<file path="config.mk">
export PLATFORM = sky130hd
export DESIGN_NAME = pcm2pdm_modulator
export DESIGN_NICKNAME = d
export VERILOG_FILES = /design/src/rtl/pcm2pdm_modulator_pkg.sv /design/src/rtl/pcm2pdm_modulator_pdm_clock_generator.sv /design/src/rtl/pcm2pdm_modulator.sv
export SDC_FILE = /design/constraint.sdc
export NUM_CORES = 1
export LEC_CHECK = 0
export CORE_ASPECT_RATIO = 1.2
export CORE_MARGIN = 2
export CORE_UTILIZATION = 59
export DETAILED_ROUTE_END_ITERATION = 8
export GPL_TIMING_DRIVEN = 0
export PLACE_DENSITY = 0.91
export SLEW_MARGIN = 0
export SYNTH_ARGS = -nofsm -noshare
export SYNTH_HDL_FRONTEND = slang
export SYNTH_HIERARCHICAL = 1
export SYNTH_SLANG_ARGS = --single-unit
</file>
<file path="constraint.sdc">
create_clock -name clk_i -period 6.3 [get_ports clk_i]
set_input_delay 1.26 -clock clk_i [delete_from_list [all_inputs] [get_ports clk_i]]
set_output_delay 1.26 -clock clk_i [all_outputs]
set_load 0.005 [all_outputs]
</file>
<file path="src/rtl/pcm2pdm_modulator_pkg.sv">
// Shared playback definitions for the PCM-to-PDM modulator: default widths,
// the offset-binary constant and a bundled configuration record.
package pcm2pdm_modulator_pkg;

  localparam int SAMPLE_WIDTH  = 16;
  localparam int DIVISOR_WIDTH = 7;

  // Flips the sign bit so a signed sample becomes an unsigned ones-density target
  localparam logic [15:0] PCM_OFFSET = 16'h8000;

  typedef struct packed {
    logic [DIVISOR_WIDTH-1:0] divisor;
    logic [DIVISOR_WIDTH-1:0] rate;
    logic [3:0]               attenuation;
  } pdm_cfg_t;

endpackage

</file>
<file path="src/rtl/pcm2pdm_modulator_pdm_clock_generator.sv">
// PDM clock divider; tick marks the cycle whose closing edge drives pdm_clk low.
module pdm_clock_generator #(
  parameter int DIVISOR_WIDTH = 7
) (
  input  logic                     clk_i,
  input  logic                     rst_i,
  input  logic                     en_i,
  input  logic [DIVISOR_WIDTH-1:0] divisor_i,
  output logic                     pdm_clk_o,
  output logic                     tick_o
);

  logic [DIVISOR_WIDTH-1:0] count;
  logic                     wrap;

  // Using >= lets a freshly lowered divisor force a toggle on the next cycle
  assign wrap   = count >= divisor_i;
  assign tick_o = en_i && wrap && pdm_clk_o;

  always_ff @(posedge clk_i or posedge rst_i) begin
    if (rst_i) begin
      count     <= '0;
      pdm_clk_o <= 1'b0;
    end else if (!en_i) begin
      count     <= '0;
      pdm_clk_o <= 1'b0;
    end else if (wrap) begin
      count     <= '0;
      pdm_clk_o <= ~pdm_clk_o;
    end else begin
      count <= count + DIVISOR_WIDTH'(1);
    end
  end

endmodule

</file>
<file path="src/rtl/pcm2pdm_modulator.sv">
// First-order sigma-delta PCM to PDM modulator with a one-entry sample buffer
// and an underrun flag raised when a sample boundary finds nothing to play.
module pcm2pdm_modulator #(
  parameter int SAMPLE_WIDTH  = pcm2pdm_modulator_pkg::SAMPLE_WIDTH,
  parameter int DIVISOR_WIDTH = pcm2pdm_modulator_pkg::DIVISOR_WIDTH
) (
  input  logic                     clk_i,
  input  logic                     rst_i,
  input  logic                     clk_en_i,
  input  logic [DIVISOR_WIDTH-1:0] clock_divisor_i,
  input  logic [DIVISOR_WIDTH-1:0] oversample_rate_i,
  input  logic [3:0]               attenuation_i,
  input  logic [SAMPLE_WIDTH-1:0]  pcm_sample_i,
  input  logic                     pcm_valid_i,
  output logic                     pcm_ready_o,
  output logic                     pdm_clk_o,
  output logic                     pdm_data_o,
  output logic                     underrun_o
);
  import pcm2pdm_modulator_pkg::*;

  pdm_cfg_t                        cfg;
  logic                            tick;
  logic                            boundary;
  logic                            starved;
  logic                            buf_valid;
  logic signed [SAMPLE_WIDTH-1:0]  buf_data;
  logic signed [SAMPLE_WIDTH-1:0]  current;
  logic signed [SAMPLE_WIDTH-1:0]  load_sample;
  logic signed [SAMPLE_WIDTH-1:0]  active;
  logic [DIVISOR_WIDTH-1:0]        bit_cnt;
  logic [DIVISOR_WIDTH-1:0]        last_bit;
  logic [15:0]                     acc;
  logic [15:0]                     u;
  logic [16:0]                     sum;

  assign cfg = '{divisor: clock_divisor_i, rate: oversample_rate_i,
                 attenuation: attenuation_i};

  pdm_clock_generator #(.DIVISOR_WIDTH(DIVISOR_WIDTH)) u_clock_generator (
    .clk_i     (clk_i),
    .rst_i     (rst_i),
    .en_i      (clk_en_i),
    .divisor_i (cfg.divisor),
    .pdm_clk_o (pdm_clk_o),
    .tick_o    (tick)
  );

  assign pcm_ready_o = !buf_valid;
  assign last_bit    = (cfg.rate == '0) ? '0 : cfg.rate - DIVISOR_WIDTH'(1);
  assign boundary    = tick && (bit_cnt == '0);
  assign starved     = !buf_valid && !pcm_valid_i;

  // A boundary tick plays the freshly loaded sample, not the previous one
  always_comb begin
    load_sample = '0;
    if (buf_valid)        load_sample = buf_data;
    else if (pcm_valid_i) load_sample = pcm_sample_i;
    active = boundary ? load_sample : current;
    u      = 16'(active >>> cfg.attenuation) ^ PCM_OFFSET;
    sum    = {1'b0, acc} + {1'b0, u};
  end

  always_ff @(posedge clk_i or posedge rst_i) begin
    if (rst_i) begin
      buf_valid  <= 1'b0;
      buf_data   <= '0;
      current    <= '0;
      bit_cnt    <= '0;
      acc        <= '0;
      pdm_data_o <= 1'b0;
      underrun_o <= 1'b0;
    end else begin
      underrun_o <= 1'b0;
      if (!clk_en_i) begin
        current    <= '0;
        bit_cnt    <= '0;
        acc        <= '0;
        pdm_data_o <= 1'b0;
      end else if (tick) begin
        current    <= active;
        acc        <= sum[15:0];
        pdm_data_o <= sum[16];
        bit_cnt    <= (bit_cnt >= last_bit) ? '0 : bit_cnt + DIVISOR_WIDTH'(1);
        if (boundary && starved) underrun_o <= 1'b1;
      end
      // A boundary that bypasses the empty buffer consumes the offered sample itself
      if (boundary && buf_valid) begin
        buf_valid <= 1'b0;
      end else if (pcm_valid_i && !buf_valid && !boundary) begin
        buf_valid <= 1'b1;
        buf_data  <= pcm_sample_i;
      end
    end
  end

endmodule

</file>
==> impl_results.md <==
* Post-synthesis async set-or-reset flop share at 1.00
* YS warnings at 6
* VDD IR max at 237 uV
* Drt initial violations at 305
* Clock transition at path regs at roughly 0.080 ns
* Slew HR at 0.518
* Max FO, Critical Path at 5
* Crit end category: flip-flop
* Worst EP required at about 6.6 ns
* FMAX at 0.161 GHz
* Die ar. at around 9000 um^2
* IO Count at 42
* TritonCTS clock tree: yes
* DR WL/cell at 19.0 um
* Startpoint Class: primary input
* Clock Power Share at 0.353
* Worst R2R Path Depth at 21
* Drt drc at 0
* Register share of total power at 0.475
* Synth area leaders: dfrtp_1, ha_1, mux2i_1
* Flops & latches, synth at 66
* Synth Cell Area at 4870 um^2
* Final setup vio count at 0
* Combinational share of power at 0.171
* Hold Path Depth at 1
* Core area at 8060 um^2
* Most common cell after layout, fill and taps aside: dfrtp_1
* Tot Pwr at 0.967 mW
* FILL cells at 510
* Initial Utilization at 0.604
* Worst-skew pair later-pin latency at roughly 0.36 ns
* Initial antenna violation count at 0
* Hold EP: buf_data[10]
* Initial DRT Pass Iterations at 8
* Status: finished, final reports clean
* Top_reg_cell synth: dfrtp_1
* Placed Cells at around 630
* Count of unique library cells instantiated by Yosys at 54
* Post-synth EDFFs at 0
* CTS Root Cell: clkbuf_8
* Syn avg cell area at 9.89 um^2
* Power Density at 168 nW/um^2
* Non-Filler Instances at 651
* Switch Pwr at 0.288 mW
* RD Place Congestion at around 0.95
* Fraction of layout cells with a size suffix above 1 at 0.160
* Synth Net Count at about 570
* Hold-fix buffers at CTS at 0
* Min-delay src: buf_data[10]
* Flop2flop setup slack at ~1.1 ns
* CP Class: in -> reg
* Hold Vio Cnt, Final at 0
* Pin count of the biggest net entering global routing at 31
* Cell Rows at 36
* Final-stage net count at 628
* First-pass GRT wire length at 18,500 um
* Vias per std cell at 6.38
* Least-Margin Pin Slew at 0.723 ns
* Cts bufs inserted at 9
* Die Height at 103 um
* Slew Viols, Final at 0
* Tot GR Track Use at 0.260
* GR Overflow Total at 0
* Cells after synthesis at 492
* Port bufs at 38
* Routed Antenna Nets at 0
* Most frequent cells in the layout: dfrtp_1, ha_1, clkdlybuf4s50_1, nand2_1
* CP arrival at 6.45 ns
* Area leader, netlist: dfrtp_1
* Number of global-route vias before repair at 4,077
* Pint at 0.679 mW
* TritonCTS Sinks at 66
* Switching Share at 0.298
* Sequential area share after synthesis at 0.339
* Max Buffers Root-to-Sink at 2
* Final HPWL DP at approximately 8400 um
* P&R area growth vs syn at 18.4%
* Area share of the largest cell type after synthesis at 0.339
* R2R Path Start: u_clock_generator/count[4]
* Pleak at 2.68 nW
* H-tree depth at 3
* Worst Hold Class: reg -> reg
* Fin crit period at 6.21 ns
* Clock skew at about 0.0094 ns
* RR Endpoint: acc[15]
* Max Cap Viol at 0
* Vias at 4,156
* Final period utilization at 0.985
* Chip width at 86.9 um
* DRT Wirelength at 12,400 um
* Diode count at 0
==> flip-flops by register name (all words and copies together), names as in the netlist <==
name and count:
buf_data 16, underrun_o 1, acc 16, u_clock_generator/count 7, current 16, buf_valid 1
pdm_data_o 1, u_clock_generator/pdm_clk_o 1, bit_cnt 7
==> kinds of logic after synthesis <==
kind of cell               synth area share
muxes                                 0.175
AOI/OAI and AO/OA                     0.157
xor gates and xnor gates             0.0324
adders and majority gates             0.102
and+or+nand+nor                       0.153
buffers and inverters                0.0411
DFF                                   0.339
==> stage by stage <==
| step | util | setup slack (ns) | hold slack (ns) | setup TNS (ns) | area (um^2) |
|---|---|---|---|---|---|
| floorplan | - | 0.636 | 0.477 | 0 | 4870 |
| global placement | 0.665 | -0.401 | 0.489 | -1.22 | 5370 |
| detailed placement | 0.668 | -0.482 | 0.499 | -1.85 | 5390 |
| CTS | 0.692 | 0.0321 | 0.516 | 0 | 5580 |
| global route | 0.715 | -0.0726 | 0.531 | -0.171 | 5760 |
| finish | 0.715 | 0.0926 | 0.517 | 0 | 5760 |
==> worst max-delay path: stages <==
cell,delay (ns)
clkdlybuf4s50_1,0.46
inv_1,0.04
ha_1,0.32
a211oi_2,0.23
o21bai_1,0.11
o21bai_1,0.17
nor2b_1,0.14
buf_4,0.15
nand4_1,0.22
buf_6,0.18
mux2i_1,0.47
mux2i_1,0.14
mux2_2,0.33
a211oi_2,0.26
a21oi_2,0.08
ha_1,0.36
a21oi_2,0.16
o21a_1,0.21
a21oi_2,0.09
a41o_1,0.31
nor2b_1,0.16
or4_1,0.50
o311ai_1,0.11
==> routing by layer <==
| layer | track usage | vias to the layer above | routed length [um] |
|---|---|---|---|
| met5 | 0 | - | 0 |
| met4 | 0.113 | 0 | 395 |
| met3 | 0.0508 | 53 | 665 |
| met2 | 0.474 | 189 | 6450 |
| met1 | 0.296 | 2014 | 4840 |
| li1 | - | 1900 | - |
==> worst max path at each step <==
stage                       startpoint    endpoint  cells after the start
global placement    clock_divisor_i[4]     acc[14]                     23
floorplan           clock_divisor_i[4]     acc[14]                     22
detailed placement  clock_divisor_i[4]  pdm_data_o                     23
CTS                 clock_divisor_i[4]     acc[15]                     24
finish              clock_divisor_i[4]     acc[15]                     23
global route        clock_divisor_i[2]  pdm_data_o                     23
==> cells in the mapped netlist (2+ instances only) <==
cell type and n:
dfrtp_1 66, ha_1 38, mux2i_1 38, nand2_1 36, nor2_1 28, nor2b_1 28, a21oi_1 25, o21ai_0 24
mux2_2 23, inv_1 20, a22o_1 16, nor3_1 15, clkbuf_1 14, nand2b_1 10, xor2_1 10, nand3_1 9
o21a_1 9, xnor2_1 8, a21o_1 7, and2b_1 6, mux4_1 5, buf_2 4, buf_6 4, a211oi_2 3
and3_1 3, mux4_2 3, nand4_1 3, o211a_1 3, o21bai_1 3, a31o_2 2, a31oi_1 2, and2_1 2
o211ai_1 2, o21ai_1 2, o22ai_1 2
==> final cells by class <==
cell class | count | area (um^2) | share of cell area
Buffer | 23 | 134 | 0.0232
Clock buffer | 10 | 138 | 0.0239
Clock inverter | 6 | 41.3 | 0.00716
Inverter | 20 | 75.1 | 0.0130
Multi-Input combinational cell | 383 | 3130 | 0.544
Sequential cell | 66 | 1650 | 0.287
Tap cell | 95 | 119 | 0.0206
Timing Repair Buffer | 48 | 472 | 0.0818
==> power by group through the flow <==
| stage | registers (mW) | logic [mW] | clock network [mW] |
|---|---|---|---|
| 6_report | 0.460 | 0.166 | 0.341 |
| 5_1_grt | 0.462 | 0.182 | 0.357 |
| 4_1_cts | 0.459 | 0.157 | 0.338 |
| 3_5_place_dp | 0.467 | 0.155 | 0 |
| 3_3_place_gp | 0.465 | 0.143 | 0 |
| 2_1_floorplan | 0.462 | 0.103 | 0 |
==> repair_timing <==
item | CTS | global route
gates resized for setup | 6 | 28
setup buffers | 0 | 8
setup endpoints to repair | 3 | 5
gates cloned | 0 | 1
pin swaps | 0 | 6
No activity file was read; power rests on OpenSTA's default activity.
